==> config.mk <==
export PLATFORM = sky130hd
export DESIGN_NAME = coz_asamasi
export DESIGN_NICKNAME = d
export VERILOG_FILES = /design/src/rtl/coz_paket.sv /design/src/rtl/anlik_uretici.sv /design/src/rtl/coz_asamasi.sv
export SDC_FILE = /design/constraint.sdc
export NUM_CORES = 1
export LEC_CHECK = 0
export BUFFER_PORTS_ARGS = -buffer_cell sky130_fd_sc_hd__buf_2
export CAP_MARGIN = 20
export CORE_ASPECT_RATIO = 1.5
export CORE_UTILIZATION = 54
export CTS_CLUSTER_DIAMETER = 30
export DETAILED_ROUTE_END_ITERATION = 12
export GPL_TIMING_DRIVEN = 0
export PLACE_DENSITY = 0.85
export SKIP_CTS_REPAIR_TIMING = 1
export SLEW_MARGIN = 5
export SYNTH_ARGS = -nofsm -noshare
export SYNTH_HDL_FRONTEND = slang
export SYNTH_SLANG_ARGS = --single-unit
==> constraint.sdc <==
create_clock -name clk_i -period 6.88 [get_ports clk_i]
set_input_delay 0.688 -clock clk_i [delete_from_list [all_inputs] [get_ports clk_i]]
set_output_delay 0.688 -clock clk_i [all_outputs]
set_load 0.01 [all_outputs]
==> src/rtl/coz_paket.sv <==
// Decode-stage shared types: RV32I opcodes, ALU/unit encodings, decoded-field bundle.
// Purely declarative; no timing or flow control of its own.
package coz_paket;

  localparam logic [6:0] OP_R      = 7'b0110011;
  localparam logic [6:0] OP_I      = 7'b0010011;
  localparam logic [6:0] OP_LOAD   = 7'b0000011;
  localparam logic [6:0] OP_STORE  = 7'b0100011;
  localparam logic [6:0] OP_BRANCH = 7'b1100011;
  localparam logic [6:0] OP_JAL    = 7'b1101111;
  localparam logic [6:0] OP_JALR   = 7'b1100111;
  localparam logic [6:0] OP_LUI    = 7'b0110111;
  localparam logic [6:0] OP_AUIPC  = 7'b0010111;
  localparam logic [6:0] OP_SYSTEM = 7'b1110011;

  localparam logic [31:0] MRET = 32'h3020_0073;

  typedef enum logic [4:0] {
    TOPLA, CIKAR, VE, VEYA, XOR, SLL, SRL, SRA, SLT, SLTU, LUI_GEC, AUIPC_TOPLA
  } islem_e;

  typedef enum logic [2:0] {ALU, BELLEK, DALLANMA, SISTEM} birim_e;

  typedef enum logic [2:0] {FMT_YOK, FMT_I, FMT_S, FMT_B, FMT_U, FMT_J} format_e;

  typedef struct packed {
    logic        gecerli;
    logic [31:0] ps;
    logic [4:0]  rs1;
    logic [4:0]  rs2;
    logic [4:0]  rd;
    logic [31:0] anlik;
    islem_e      islem;
    birim_e      birim;
    logic        yazmac_yaz;
    logic        bellek_oku;
    logic        bellek_yaz;
    logic [2:0]  bellek_f3;
    logic        dallanma;
    logic        jal;
    logic        jalr;
    logic        mret;
    logic        ongoru;
    logic        gecersiz;
  } cikis_t;

  // alt selects sub/sra; callers only raise it where the encoding allows
  function automatic islem_e alu_islem(input logic [2:0] f3, input logic alt);
    case (f3)
      3'b000:  alu_islem = alt ? CIKAR : TOPLA;
      3'b001:  alu_islem = SLL;
      3'b010:  alu_islem = SLT;
      3'b011:  alu_islem = SLTU;
      3'b100:  alu_islem = XOR;
      3'b101:  alu_islem = alt ? SRA : SRL;
      3'b110:  alu_islem = VEYA;
      default: alu_islem = VE;
    endcase
  endfunction

endpackage

==> src/rtl/anlik_uretici.sv <==
// Immediate generator: sign-extends the selected RV32I immediate format; purely combinational.
// No flow control; output follows buyruk_i/format_i in the same cycle.
module anlik_uretici
  import coz_paket::*;
(
  input  logic [31:7] buyruk_i,
  input  format_e     format_i,
  output logic [31:0] anlik_o
);

  always_comb begin
    case (format_i)
      FMT_I:   anlik_o = {{20{buyruk_i[31]}}, buyruk_i[31:20]};
      FMT_S:   anlik_o = {{20{buyruk_i[31]}}, buyruk_i[31:25], buyruk_i[11:7]};
      FMT_B:   anlik_o = {{19{buyruk_i[31]}}, buyruk_i[31], buyruk_i[7],
                          buyruk_i[30:25], buyruk_i[11:8], 1'b0};
      FMT_U:   anlik_o = {buyruk_i[31:12], 12'b0};
      FMT_J:   anlik_o = {{11{buyruk_i[31]}}, buyruk_i[31], buyruk_i[19:12],
                          buyruk_i[20], buyruk_i[30:21], 1'b0};
      default: anlik_o = '0;
    endcase
  end

endmodule

==> src/rtl/coz_asamasi.sv <==
// Decode stage: RV32I+mret into registered execute fields, one cycle latency.
// durdur_i holds the output register; load-use raises durdur_o for one cycle; bosalt_i overrides both.
module coz_asamasi
  import coz_paket::*;
#(
  parameter logic [31:0] NOP_BUYRUK      = 32'h0000_0013,
  parameter int          ADRES_GENISLIGI = 32
) (
  input  logic                       clk_i,
  input  logic                       rst_i,
  input  logic                       durdur_i,
  input  logic                       bosalt_i,
  input  logic [ADRES_GENISLIGI-1:0] ps_i,
  input  logic [31:0]                buyruk_i,
  input  logic                       ongoru_gecerli_i,
  output logic                       durdur_o,
  output logic                       gecerli_o,
  output logic [ADRES_GENISLIGI-1:0] ps_o,
  output logic [4:0]                 rs1_o,
  output logic [4:0]                 rs2_o,
  output logic [4:0]                 rd_o,
  output logic [ADRES_GENISLIGI-1:0] anlik_o,
  output islem_e                     islem_o,
  output birim_e                     birim_o,
  output logic                       yazmac_yaz_o,
  output logic                       bellek_oku_o,
  output logic                       bellek_yaz_o,
  output logic [2:0]                 bellek_f3_o,
  output logic                       dallanma_o,
  output logic                       jal_o,
  output logic                       jalr_o,
  output logic                       mret_o,
  output logic                       ongoru_gecerli_o,
  output logic                       gecersiz_buyruk_o
);

  localparam logic [0:0] NORMAL   = 1'b0;
  localparam logic [0:0] KABARCIK = 1'b1;

  logic [6:0]  opcode;
  logic [2:0]  f3;
  logic [6:0]  f7;
  format_e     fmt;
  logic [31:0] anlik;
  logic        rs1_kul, rs2_kul, rd_kul, gecersiz;
  cikis_t      coz, yukle, cikis_d, cikis_q;
  logic [0:0]  durum_d, durum_q;
  logic        tehlike;

  assign opcode = buyruk_i[6:0];
  assign f3     = buyruk_i[14:12];
  assign f7     = buyruk_i[31:25];

  anlik_uretici u_anlik (
    .buyruk_i (buyruk_i[31:7]),
    .format_i (fmt),
    .anlik_o  (anlik)
  );

  always_comb begin
    coz         = '0;
    fmt         = FMT_YOK;
    rs1_kul     = 1'b0;
    rs2_kul     = 1'b0;
    rd_kul      = 1'b0;
    gecersiz    = 1'b0;
    coz.gecerli = 1'b1;
    coz.ps      = ps_i;
    case (opcode)
      OP_R: begin
        rs1_kul   = 1'b1;
        rs2_kul   = 1'b1;
        rd_kul    = 1'b1;
        coz.islem = alu_islem(f3, f7[5]);
        gecersiz  = !((f7 == 7'b0000000) ||
                      (f7 == 7'b0100000 && (f3 == 3'b000 || f3 == 3'b101)));
      end
      OP_I: begin
        rs1_kul   = 1'b1;
        rd_kul    = 1'b1;
        fmt       = FMT_I;
        coz.islem = alu_islem(f3, (f3 == 3'b101) && f7[5]);
        if (f3 == 3'b001)      gecersiz = (f7 != 7'b0000000);
        else if (f3 == 3'b101) gecersiz = !(f7 == 7'b0000000 || f7 == 7'b0100000);
      end
      OP_LOAD: begin
        rs1_kul        = 1'b1;
        rd_kul         = 1'b1;
        fmt            = FMT_I;
        coz.birim      = BELLEK;
        coz.bellek_oku = 1'b1;
        coz.bellek_f3  = f3;
        gecersiz       = (f3 inside {3'b011, 3'b110, 3'b111});
      end
      OP_STORE: begin
        rs1_kul        = 1'b1;
        rs2_kul        = 1'b1;
        fmt            = FMT_S;
        coz.birim      = BELLEK;
        coz.bellek_yaz = 1'b1;
        coz.bellek_f3  = f3;
        gecersiz       = (f3 >= 3'b011);
      end
      OP_BRANCH: begin
        rs1_kul      = 1'b1;
        rs2_kul      = 1'b1;
        fmt          = FMT_B;
        coz.birim    = DALLANMA;
        coz.dallanma = 1'b1;
      end
      OP_JAL: begin
        rd_kul    = 1'b1;
        fmt       = FMT_J;
        coz.birim = DALLANMA;
        coz.jal   = 1'b1;
      end
      OP_JALR: begin
        rs1_kul   = 1'b1;
        rd_kul    = 1'b1;
        fmt       = FMT_I;
        coz.birim = DALLANMA;
        coz.jalr  = 1'b1;
      end
      OP_LUI: begin
        rd_kul    = 1'b1;
        fmt       = FMT_U;
        coz.islem = LUI_GEC;
      end
      OP_AUIPC: begin
        rd_kul    = 1'b1;
        fmt       = FMT_U;
        coz.islem = AUIPC_TOPLA;
      end
      OP_SYSTEM: begin
        if (buyruk_i == MRET) begin
          coz.birim = SISTEM;
          coz.mret  = 1'b1;
        end else begin
          gecersiz = 1'b1;
        end
      end
      default: gecersiz = 1'b1;
    endcase
    coz.rs1        = rs1_kul ? buyruk_i[19:15] : 5'd0;
    coz.rs2        = rs2_kul ? buyruk_i[24:20] : 5'd0;
    coz.rd         = rd_kul  ? buyruk_i[11:7]  : 5'd0;
    coz.yazmac_yaz = rd_kul && (buyruk_i[11:7] != 5'd0);
    coz.ongoru     = ongoru_gecerli_i && (coz.dallanma || coz.jal);
    // Illegal encodings keep only valid/ps so execute can raise the trap
    if (gecersiz) begin
      coz          = '0;
      coz.gecerli  = 1'b1;
      coz.ps       = ps_i;
      coz.gecersiz = 1'b1;
    end
  end

  always_comb begin
    yukle       = coz;
    yukle.anlik = coz.gecersiz ? 32'd0 : anlik;
    if (buyruk_i == NOP_BUYRUK) yukle = '0;
  end

  // Unused operand fields are zero, so they can never equal a nonzero rd
  assign tehlike = (durum_q == NORMAL) && cikis_q.gecerli && cikis_q.bellek_oku &&
                   (cikis_q.rd != 5'd0) &&
                   ((coz.rs1 == cikis_q.rd) || (coz.rs2 == cikis_q.rd));

  assign durdur_o = tehlike && !bosalt_i;

  // The bubble enters on the hazard edge; KABARCIK covers the cycle the held consumer re-presents
  always_comb begin
    cikis_d = cikis_q;
    durum_d = durum_q;
    if (bosalt_i) begin
      cikis_d = '0;
      durum_d = NORMAL;
    end else if (durdur_i) begin
      cikis_d = cikis_q;
      durum_d = durum_q;
    end else if (tehlike) begin
      cikis_d = '0;
      durum_d = KABARCIK;
    end else begin
      cikis_d = yukle;
      durum_d = NORMAL;
    end
  end

  always_ff @(posedge clk_i or negedge rst_i) begin
    if (!rst_i) begin
      cikis_q <= '0;
      durum_q <= NORMAL;
    end else begin
      cikis_q <= cikis_d;
      durum_q <= durum_d;
    end
  end

  assign gecerli_o         = cikis_q.gecerli;
  assign ps_o              = cikis_q.ps;
  assign rs1_o             = cikis_q.rs1;
  assign rs2_o             = cikis_q.rs2;
  assign rd_o              = cikis_q.rd;
  assign anlik_o           = cikis_q.anlik;
  assign islem_o           = cikis_q.islem;
  assign birim_o           = cikis_q.birim;
  assign yazmac_yaz_o      = cikis_q.yazmac_yaz;
  assign bellek_oku_o      = cikis_q.bellek_oku;
  assign bellek_yaz_o      = cikis_q.bellek_yaz;
  assign bellek_f3_o       = cikis_q.bellek_f3;
  assign dallanma_o        = cikis_q.dallanma;
  assign jal_o             = cikis_q.jal;
  assign jalr_o            = cikis_q.jalr;
  assign mret_o            = cikis_q.mret;
  assign ongoru_gecerli_o  = cikis_q.ongoru;
  assign gecersiz_buyruk_o = cikis_q.gecersiz;

endmodule

# After elaboration in Yosys (flattened, before gate mapping)
# Cells that the tools add are included.
[classes]
magnitude_cmp = 1
n_eq_ne = 28
n_mux = 38
n_bitwise = 1
reduce_logical = 31
[ops]
columns = ["cell", "count"]
rows = [
  ["$mux 100", 4],
  ["$pmux 32 s5", 1],
  ["$mux 67", 1],
  ["$pmux 4 s7", 2],
  ["$eq 32x30->1 const B", 1],
  ["$eq 32x5->1 const B", 1],
  ["$mux 32", 1],
  ["$eq 7x6->1 const B", 4],
  ["$eq 7x7->1 const B", 4],
  ["$mux 1", 20],
  ["$pmux 5 s4", 1],
  ["$eq 3x3->1 const B", 6],
  ["$mux 5", 3],
  ["$pmux 3 s5", 1],
  ["$eq 7x5->1 const B", 2],
  ["$eq 3x2->1 const B", 4],
  ["$eq 5x5->1", 2],
  ["$reduce_bool 5->1", 2],
  ["$logic_and 1x1->1", 9],
  ["$reduce_or 3->1", 3],
  ["$eq 7x2->1 const B", 1],
  ["$logic_not 7->1", 1],
  ["$reduce_bool 7->1", 1],
  ["$reduce_or 7->1", 1],
  ["other kinds (15)", 23],
]
[totals]
register_bits = 101
output_inout_bits = 101
wordCells = 118

# Logic depth before layout (Yosys ltp)
# Gate-level depths: netlist of the first run.
[depth]
depth_word = 13
ltp_mapped = 12

# Modules after synthesis
# A second synthesis of the first run with hierarchy kept.
[hier_totals]
cells_unflattened = 633
hier_area_um2 = 5514.0
[by_module_without_submodules]
columns = ["mod", "instances", "cells_per_inst", "area_each_um2", "seq_area_each_um2"]
rows = [
  ["coz_asamasi", 1, 567, 5123.7, 2477.4],
  ["anlik_uretici", 1, 66, 390.4, 0.0],
]

# Worst setup path before layout of the first run
# OpenSTA, ideal clock, no wires.
[synth_path]
kind = "in2out"
startpoint = "input buyruk_i[3]"
endpoint = "output durdur_o"
arrival_ps = 2623
required_ps = 6192
setup_slack_ps = 3569
cell_stages = 11
path_buffers = 4
path_cell_list = "buf_2 > nand4bb_1 > buf_2 > nor3_4 > a32oi_2 > and2_1 > buf_4 > a31oi_4 > nor3_1 > clkbuf_1 > o21ba_2"
[synth_via]
elab_chain_len = 9
[synth_rtl]
columns = ["element", "line", "text"]
rows = [
  ["start, declared", "coz_asamasi.sv:14", "input logic [31:0] buyruk_i,"],
  ["branches (longest 4 deep; another with $eq 32x30->1)", "n/a", ""],
  ["$mux 67 *", "coz_asamasi.sv:150", "if (gecersiz) begin"],
  ["$eq 5x5->1", "coz_asamasi.sv:167", "((coz.rs1 == cikis_q.rd) || (coz.rs2 == cikis_q.rd));"],
  ["$logic_or 1x1->1 *", "coz_asamasi.sv:167", ""],
  ["$logic_and 1x1->1 *", "coz_asamasi.sv:166", "(cikis_q.rd != 5'd0) &&"],
  ["$logic_and 1x1->1 *", "coz_asamasi.sv:169", "assign durdur_o = tehlike && !bosalt_i;"],
  ["end, declared", "coz_asamasi.sv:16", "output logic durdur_o,"],
]
# Mark *: on every way between the ends.

# Worst setup path after layout of the first run
[layout_path]
startpoint = "input buyruk_i[25]"
endpoint = "output durdur_o"
[layout_via]
elab_chain_len = 11
[layout_rtl]
columns = ["element", "line", "text"]
rows = [
  ["$eq 7x6->1 or $logic_not 7->1 (tied branches)", "coz_asamasi.sv:76, coz_asamasi.sv:84, coz_asamasi.sv:75", ""],
  ["$logic_or 1x1->1", "coz_asamasi.sv:84", "else if (f3 == 3'b101) gecersiz = !(f7 == 7'b0000000 || f7 == 7'b0100000);"],
  ["$logic_not 1->1", "coz_asamasi.sv:84", ""],
  ["$mux 1", "coz_asamasi.sv:84", ""],
  ["$mux 1", "coz_asamasi.sv:83", "if (f3 == 3'b001) gecersiz = (f7 != 7'b0000000);"],
  ["$pmux 1 s6 *", "coz_asamasi.sv:69", "case (opcode)"],
  ["$mux 67 *", "coz_asamasi.sv:150", ""],
  ["$eq 5x5->1", "coz_asamasi.sv:167", ""],
  ["$logic_or 1x1->1 *", "coz_asamasi.sv:167", ""],
  ["$logic_and 1x1->1 *", "coz_asamasi.sv:166", ""],
  ["$logic_and 1x1->1 *", "coz_asamasi.sv:169", ""],
]
# Mark *: on every way between the ends. The rest lies on a longest branch, timed or not.

==> results of run 1 <==
critical path, delay by kind of cell:
| kind | cells | cell delay (ns) |
|---|---|---|
| compound gates | 3 | 0.90 |
| xor+xnor | 1 | 0.21 |
| simple gates | 3 | 1.12 |
| buf+inv | 3 | 0.76 |
cell families (layout without fill, tap and decap cells):
| kind of cell | Yosys count | after routing | share of synthesized area (%) |
|---|---|---|---|
| AO/OA/AOI/OAI | 164 | 164 | 23.9 |
| XOR/XNOR | 9 | 9 | 1.60 |
| buffers and inverters | 53 | 232 | 5.09 |
| flip-flops | 99 | 99 | 50.4 |
| other | 1 | 2 | 0.0763 |
| AND/OR/NAND/NOR | 189 | 189 | 18.9 |
cell usage after synthesis, types with 2 or more instances:
library cell / number / area (um^2)
dfrtp_1: 99 / 2480
buf_2: 11 / 55.1
a32oi_2: 2 / 32.5
nand4_1: 15 / 93.8
a31oi_1: 4 / 25.0
nand3_1: 16 / 80.1
buf_6: 3 / 33.8
nand2_1: 92 / 345
buf_4: 4 / 30.0
nand2b_1: 7 / 43.8
nand3b_1: 3 / 22.5
and2_1: 4 / 25.0
o31ai_1: 22 / 165
inv_1: 4 / 15.0
xor2_1: 6 / 52.6
nor2_1: 15 / 56.3
o22ai_1: 2 / 12.5
o21a_1: 3 / 22.5
nor4_1: 5 / 31.3
nor3_1: 11 / 55.1
a211oi_1: 3 / 22.5
a32o_1: 37 / 370
clkbuf_1: 30 / 113
nor3_2: 2 / 20.0
a21oi_1: 21 / 105
xnor2_1: 3 / 26.3
o21ai_1: 4 / 20.0
nor2b_1: 4 / 25.0
o211ai_1: 3 / 22.5
or2_2: 3 / 18.8
and3_1: 4 / 25.0
o21ai_0: 52 / 260
registers in the layout (all words and copies together), names as in the netlist, 2 cells and up:
signal	flops
birim_o	2
islem_o	4
rd_o	5
rs1_o	5
rs2_o	5
anlik_o	32
ps_o	32
bellek_f3_o	3
final timing paths:
kind / from / to / slack (ns) / depth (start not counted)
setup / recovery: buyruk_i[25] / durdur_o / 2.51 / 10
hold / removal: rst_i / rs1_o[2] / 0.36 / 1
setup reg to reg: rd_o[4] / anlik_o[1] / 4.20 / 9
hold reg to reg: anlik_o[19] / anlik_o[19] / 0.48 / 2
max in group asynchronous: rst_i / durum_q / 5.85 / 2
min in group clk_i: anlik_o[19] / anlik_o[19] / 0.48 / 2
power by group through the flow:
stage	registers, W	clock network, W	logic (W)
floorplan	0.000618	0	0.0000534
global placement	0.000611	0	0.000127
detailed placement	0.000612	0	0.000132
CTS	0.000601	0.000545	0.000132
global route	0.000602	0.000569	0.000145
finish	0.000601	0.000545	0.000133
per-stage QoR:
step           setup WS [ns]  cells  cell area, um^2
4_1_cts                 2.58    805             6220
3_3_place_gp            2.58    789             5870
2_1_floorplan           3.57    516             4920
5_1_grt                 2.35    805             6220
3_5_place_dp            2.62    790             5900
6_report                2.51    805             6220
final cells by class:
class                   instances  area [um^2]
well taps                     110          138
multi-input cells             364         2190
flip-flops and latches         99         2480
inverters                       4         15.0
fillers                       709         2610
clock inverters                 4         73.8
plain buffers                  49          235
clock buffers                  11          243
repair buffers                164          846
routing by layer:
metal  GRT usage [%]  wire length [um]  vias to the layer above
li1                -                 -                     2243
met1            39.6              5860                     2372
met2            59.8              8140                      253
met3            5.21              1080                       48
met4            18.3               760                        0
met5               0                 0                        -
==> metrics.yaml, run 1 <==
logic_synthesis:
  synth.ff_latch_count: 99
  ys_types: 53
  ys_seq_area_share_pct: 50.4
  syn_avg_cell_area_um2: 9.54
  netlist_instances: 515
  syn_area_um2: 4910
  synth_edf_count: 0
  ys_warn_count: 0
  ys.flop_type: "dfrtp_1"
  async_reset_ff_share_pct: 100
clock_network:
  cts_sinks: 99
  clk_path_buf_depth: 2
  numCtsBuffers: 9
  root_buffer: "clkbuf_16"
  clkSlewWorstSetupHoldPaths_ns: 0.07
  clkLatencyLatePin_ns: 0.35
  cts_tree: "built"
  htree_num_levels: 3
cells_and_area:
  antennaDiodeCount: 0
  syn_to_final_growth_pct: 26.5
  layout_common_cells: "173 x buf_2, 99 x dfrtp_1, 92 x nand2_1, 52 x o21ai_0, 37 x a32o_1"
  layout_commonest_cell: "buf_2"
  layout-drive-gt1-share_pct: 30.4
  fin_util_pct: 70.4
  nets: 760
power:
  p_total_w: 0.00128
  p_leak_nw: 2.99
  p_comb_share_pct: 10.4
  power.switching_w: 0.000308
  switching_share_pct: 24.1
  ir_drop_uv: 139
  intPower_w: 0.000970
  seq_power_share_pct: 47.0
  pwr-share-clk_pct: 42.6
  powerDensity_nw_per_um2: 206
setup_path:
  critical-path-max-stage-delay_ns: 0.52
  cpMostUsedCell: "buf_2"
  required_ns: 6.19
  worst_setup_path_end_kind: "output port"
  cp_max_fo: 10
  critPathArrivalTime_ns: 3.68
  crit_slowest_cell: "clkbuf_1"
  worstPathCellList: "buf_2, nor4_2, o211ai_1, a32oi_2, nand4_1, xnor2_1, nor3_1, clkbuf_1, o21ba_2, buf_2"
  worstSetupPathType: "in2out"
  cp-start-kind: "primary input"
route:
  vias: 4916
  ant_nets: 0
  post_drt_via_cell_ratio: 6.11
  drt-total-wl_um: 15800
  drc_errors: 0
  drt_first_pass_iters: 5
  post_drt_wl_per_cell_um: 19.7
  drt-initial-drc-count: 342
global_route:
  grt_pass1_wl_um: 24400
  overflow: 0
  antenna_found_initial: 0
  grt_start_max_net_pins: 54
  grt_pass1_vias: 4780
  grt_usage_pct: 34.3
worst_hold_path:
  hp-class: "in2async"
die:
  dieHeight_um: 119
  die_area_um2: 9490
  die_w_um: 79.9
  coreArea_um2: 8830
  io_pins: 170
  row_count: 42
  start_util_pct: 55.7
timing:
  hold_violations: 0
  setup-violations-final: 0
  hold_slack_ns: 0.359
  slew_violations: 0
  setup-tns-final_ns: 0
  finClkSkew_ns: 0.00791
  fin_crit_sh_pct: 63.5
  period_minus_slack_ns: 4.37
  maxSlewHeadroom_pct: 41.7
  tightest_slew_ns: 0.868
  max_freq_ghz: 0.229
  grt_setup_unrepaired: "false"
place:
  port_buffers: 163
  dp.final_hpwl_um: 12000
  place_congestion: 0.976
outcome:
  status: "finished, final reports clean"
job:
  drv_cap: 0
(Power assumes the default switching activity.)
==> run 2: changes to the inputs <==
Settings changed: CORE_UTILIZATION 54 to 46, PLACE_DENSITY 0.85 to 0.77.
Clock period 6.88 ns to 3.8 ns, I/O delays scaled along.
==> metrics.yaml, run 2 (synthesized netlist as in run 1, its figures left out) <==
setup_path:
  crit_start: "buyruk_i[25]"
  worstSetupPathType: "in2out"
  critPathArrivalTime_ns: 3.27  # -0.41 ns
  cp-start-kind: "primary input"
  worstReg2RegStart: "rd_o[4]"
  worst_setup_path_end_kind: "output port"
  required_ns: 3.42  # -2.77 ns
  cp_max_fo: 10  # unchanged
place:
  dp.final_hpwl_um: 12000  # +0.18%
  place_congestion: 0.927  # -5.0%
  pre_cts_ws_ns: 0.0794  # -2.54 ns
  port_buffers: 163  # unchanged
route:
  drt-total-wl_um: 15900  # +0.24%
  drt-initial-drc-count: 304  # -11%
  vias: 4840  # -1.5%
  drc_errors: 0  # unchanged
  post_drt_via_cell_ratio: 5.79  # -5.2%
  ant_nets: 0  # unchanged
  post_drt_wl_per_cell_um: 19.0  # -3.5%
  drt_first_pass_iters: 5  # unchanged
cells_and_area:
  layout-drive-gt1-share_pct: 30.6  # +0.29 points
  syn_to_final_growth_pct: 27.0
  layout_common_cells: "173 x buf_2, 99 x dfrtp_1, 92 x nand2_1, 52 x o21ai_0, 37 x a32o_1"
  regArea_um2: 2480  # unchanged
  fillers: 963  # +36%
  layout_commonest_cell: "buf_2"
  multiInputGateArea_um2: 2190  # unchanged
  antennaDiodeCount: 0  # unchanged
  nets: 760  # unchanged
power:
  powerDensity_nw_per_um2: 362  # +76%
  p_leak_nw: 2.99  # -0.24%
  ir_drop_uv: 263  # +90%
clock_network:
  root_buffer: "clkbuf_16"
  clk_path_buf_depth: 2  # unchanged
  cts_sinks: 99  # unchanged
  htree_num_levels: 3  # unchanged
  numCtsBuffers: 9  # unchanged
  clkLatencyLatePin_ns: 0.34  # about the same
  clkSlewWorstSetupHoldPaths_ns: 0.07  # about the same
  cts_tree: "built"
timing:
  period_minus_slack_ns: 3.65
  max_freq_ghz: 0.274
  tightest_slew_ns: 0.870  # +0.00164 ns
  fin_crit_sh_pct: 96.0
  hold_violations: 0  # unchanged
  hold_slack_ns: 0.0403  # -0.319 ns
  maxSlewHeadroom_pct: 41.6  # -0.11 points
  slew_violations: 0  # unchanged
  setup_slack_ns: 0.153  # -2.36 ns
  grt_setup_unrepaired: "false"
  finClkSkew_ns: 0.00492  # -0.00300 ns
  setup-tns-final_ns: 0  # unchanged
  setup-violations-final: 0  # unchanged
die:
  start_util_pct: 47.9  # -7.7 points
  die_area_um2: 11100  # +17%
  io_pins: 170  # unchanged
  coreArea_um2: 10200  # +16%
  dieHeight_um: 129  # +8.2%
  row_count: 45  # +7.1%
  die_w_um: 86.4  # +8.1%
global_route:
  grt_pass1_wl_um: 24600  # +0.91%
  grt_pass1_vias: 4775  # -0.10%
  antenna_found_initial: 0  # unchanged
  grt_usage_pct: 29.2  # -5.1 points
  overflow: 0  # unchanged
  grt_start_max_net_pins: 56  # +3.7%
job:
  drv_cap: 0  # unchanged
worst_hold_path:
  hp-class: "in2async"
outcome:
  status: "finished, final reports clean"
-- run 2: cell count changes in the layout (fill, tap and decap cells not counted), sizes merged --
cell	previous run	this run
clkinvlp	0	1
bufinv	2	1
clkbuf	41	40
inv	5	6
-- run 2: final cells by class --
class	count	area share, %
Buffer	49	3.79
Clock buffer	10	3.83
Clock inverter	5	0.963
Inverter	4	0.241
Multi-Input combinational cell	364	35.1
Sequential cell	99	39.7
Tap cell	141	2.83
Timing Repair Buffer	164	13.6
-- run 2: final timing paths --
kind / cells after the start / to / slack (ns)
worst max-delay path: 10 / durdur_o / 0.15
worst min-delay path: 1 / ps_o[18] / 0.04
worst max register to register: 9 / anlik_o[0] / 1.09
worst min register to register: 2 / anlik_o[20] / 0.47
max in group asynchronous: 2 / ps_o[12] / 3.08
min in group clk_i: 2 / durum_q / 0.26
-- run 2: power breakdown --
| part | switching [W] | internal [W] |
|---|---|---|
| sequential | 0.0000116 | 0.00108 |
| combinational | 0.000154 | 0.0000873 |
| clock | 0.000400 | 0.000528 |
-- run 2: metal layers --
metal | vias up | wire [um] | track usage (%)
li1 | 2245 | - | -
met1 | 2349 | 6340 | 34.7
met2 | 205 | 8010 | 50.8
met3 | 41 | 905 | 4.68
met4 | 0 | 626 | 14.4
met5 | - | 0 | 0
-- run 2: metrics by stage --
stage	util, %	instance area (um^2)	total power, W	cells
final	60.9	6240	0.00226	836
after global routing	60.9	6240	0.00233	836
after CTS	60.9	6240	0.00227	836
after detailed placement	58.0	5940	0.00135	821
after global placement	57.7	5910	0.00134	820
after floorplan	-	4920	0.00122	516
-- run 2: critical path, stage by stage --
cell and delay, ns:
buf_2 0.12, nor4_2 0.45, o211ai_1 0.20, a32oi_2 0.51, nand4_1 0.24, xnor2_1 0.22, nor3_1 0.44, clkbuf_2 0.37
o21ba_2 0.20, buf_2 0.13
==> run 3: changes to the inputs <==
Settings changed: BUFFER_PORTS_ARGS -buffer_cell sky130_fd_sc_hd__buf_2 to default, CORE_UTILIZATION 46 to 56, DONT_BUFFER_PORTS from default to 1, PLACE_DENSITY 0.77 to 0.71.
Clock period 3.8 ns to 4.3 ns, I/O delays scaled along.
==> metrics.yaml, run 3 (synthesized netlist as in run 1, its figures left out) <==
global_route:
  grt_pass1_vias: 4053  # -15%
  use_met3_pct: 7.89  # +3.2 points
  grt_busiest_layer: "met2"
  gr-usage-met2_pct: 57.1  # +6.3 points
  antenna_found_initial: 0  # unchanged
  grt_pass1_wl_um: 21900  # -11%
  overflow: 0  # unchanged
  gr-usage-met1_pct: 36.4  # +1.7 points
  grt_usage_pct: 32.4  # +3.2 points
  grt_start_max_net_pins: 100  # +79%
timing:
  fin_crit_sh_pct: 81.7
  tightest_slew_ns: 0.977  # +0.108 ns
  hold_violations: 0  # unchanged
  grt_setup_unrepaired: "false"
  setup-tns-final_ns: 0  # unchanged
  maxSlewHeadroom_pct: 34.3  # -7.2 points
  setup_slack_ns: 0.787  # +0.634 ns
  slew_violations: 0  # unchanged
  period_minus_slack_ns: 3.51
  max_freq_ghz: 0.285
  setup-violations-final: 0  # unchanged
  finClkSkew_ns: 0.00546  # +0.000545 ns
power:
  ir_drop_uv: 229  # -13%
  powerDensity_nw_per_um2: 349  # -3.5%
  p_leak_nw: 2.19  # -27%
die:
  start_util_pct: 58.0  # +10 points
  coreArea_um2: 8460  # -17%
  row_count: 41  # -8.9%
  dieHeight_um: 117  # -9.2%
  io_pins: 170  # unchanged
  die_w_um: 78.5  # -9.2%
  die_area_um2: 9160  # -18%
setup_path:
  reg2reg_to: "anlik_o[0]"
  crit_slowest_cell: "clkbuf_1"
  worstSetupPathType: "in2out"
  cp-start-kind: "primary input"
  worstPathCellList: "nor4_2, o211ai_1, a32oi_2, and2_1, buf_4, a31oi_4, nor3_1, clkbuf_1, o21ba_2"
  cp_max_fo: 10  # unchanged
  rrSetupSlack_ns: 1.46  # +0.37 ns
  crit_family: "simple AND/OR/NAND/NOR gates"
  critPathBufInv: 2  # -1
  required_ns: 3.87  # +0.45 ns
  critical-path-max-stage-delay_ns: 0.49  # -0.02 ns
  worstRegToRegCells: 9  # unchanged
  worstReg2RegStart: "rd_o[4]"
  worst_setup_path_end_kind: "output port"
  critPathArrivalTime_ns: 3.08  # -0.19 ns
worst_hold_path:
  hp-class: "in2async"
cells_and_area:
  layout_common_cells: "99 x dfrtp_1, 92 x nand2_1, 52 x o21ai_0, 37 x a32o_1, 31 x clkbuf_1"
  layout-drive-gt1-share_pct: 9.19  # -21 points
  layout_commonest_cell: "dfrtp_1"
  antennaDiodeCount: 0  # unchanged
  syn_to_final_growth_pct: 9.01
  design_area_um2: 5360  # -14%
  nets: 597  # -21%
clock_network:
  clkLatencyLatePin_ns: 0.35  # about the same
  htree_num_levels: 3  # unchanged
  root_buffer: "clkbuf_16"
  clk_path_buf_depth: 2  # unchanged
  cts_sinks: 99  # unchanged
  cts_tree: "built"
  clkSlewWorstSetupHoldPaths_ns: 0.06  # about the same
  numCtsBuffers: 9  # unchanged
job:
  drv_cap: 0  # unchanged
route:
  post_drt_wl_per_cell_um: 22.7  # +19%
  ant_nets: 0  # unchanged
  post_drt_via_cell_ratio: 6.54  # +13%
  drc_errors: 0  # unchanged
  vias: 4183  # -14%
  drt-initial-drc-count: 243  # -20%
  drt_first_pass_iters: 4  # -1
  drt-total-wl_um: 14500  # -8.6%
outcome:
  status: "finished, final reports clean"
place:
  dp.final_hpwl_um: 10900  # -9.7%
  port_buffers: 0  # -100%
  pre_cts_ws_ns: 0.774  # +0.695 ns
  dpl_cell_area_um2: 5050  # -15%
  place_congestion: 0.985  # +6.3%
-- run 3: layout make-up --
class / instances / area (um^2)
fill: 734 / 3110
sequential: 99 / 2480
multi-input combinational: 364 / 2190
clock buffer: 11 / 243
buffer: 49 / 235
tap: 107 / 134
clock inverter: 5 / 35.0
timing repair buffer: 1 / 27.5
inverter: 4 / 15.0
-- run 3: worst register-to-register path: stages, from the launching register on --
cell	delay [ns]
dfrtp_1	0.42
clkbuf_1	0.20
nor3_1	0.23
a211oi_1	0.12
and3_1	0.18
and3_1	0.17
clkbuf_1	0.18
nor3_1	0.83
nand2_1	0.19
o21ai_0	0.23
-- run 3: how the worst max path moves through the flow --
stage / startpoint / endpoint / slack, ns / cells past startpoint
CTS: buyruk_i[25] / durdur_o / 0.74 / 9
finish: buyruk_i[25] / durdur_o / 0.79 / 9
detailed placement: buyruk_i[25] / durdur_o / 0.77 / 9
floorplan: buyruk_i[3] / durdur_o / 1.50 / 11
global route: buyruk_i[25] / durdur_o / 0.56 / 9
global placement: buyruk_i[25] / durdur_o / 0.74 / 8
-- run 3: where the power goes --
group | switching (W) | internal [W] | leakage [nW] | total, W
sequential | 0.0000233 | 0.000951 | 1.36 | 0.000974
combinational | 0.0000888 | 0.0000437 | 0.692 | 0.000132
clock | 0.000352 | 0.000410 | 0.136 | 0.000763
total | 0.000464 | 0.00141 | 2.19 | 0.00187
-- run 3: through the flow --
step           hold slack [ns]  power [W]  std cells  utilization [%]
6_report               0.00387    0.00187        640             63.3
5_1_grt                 0.0420    0.00193        640             63.3
4_1_cts                 -0.235    0.00186        639             63.0
3_5_place_dp             0.136    0.00110        623             59.7
3_3_place_gp             0.136    0.00110        623             59.7
2_1_floorplan            0.134    0.00107        516                -
-- run 3: per-layer routing --
metal	routed length (um)	share of wire (%)
met2	7450	51
met1	5520	38
met5	0	0
met4	474	3.3
met3	1080	7.4
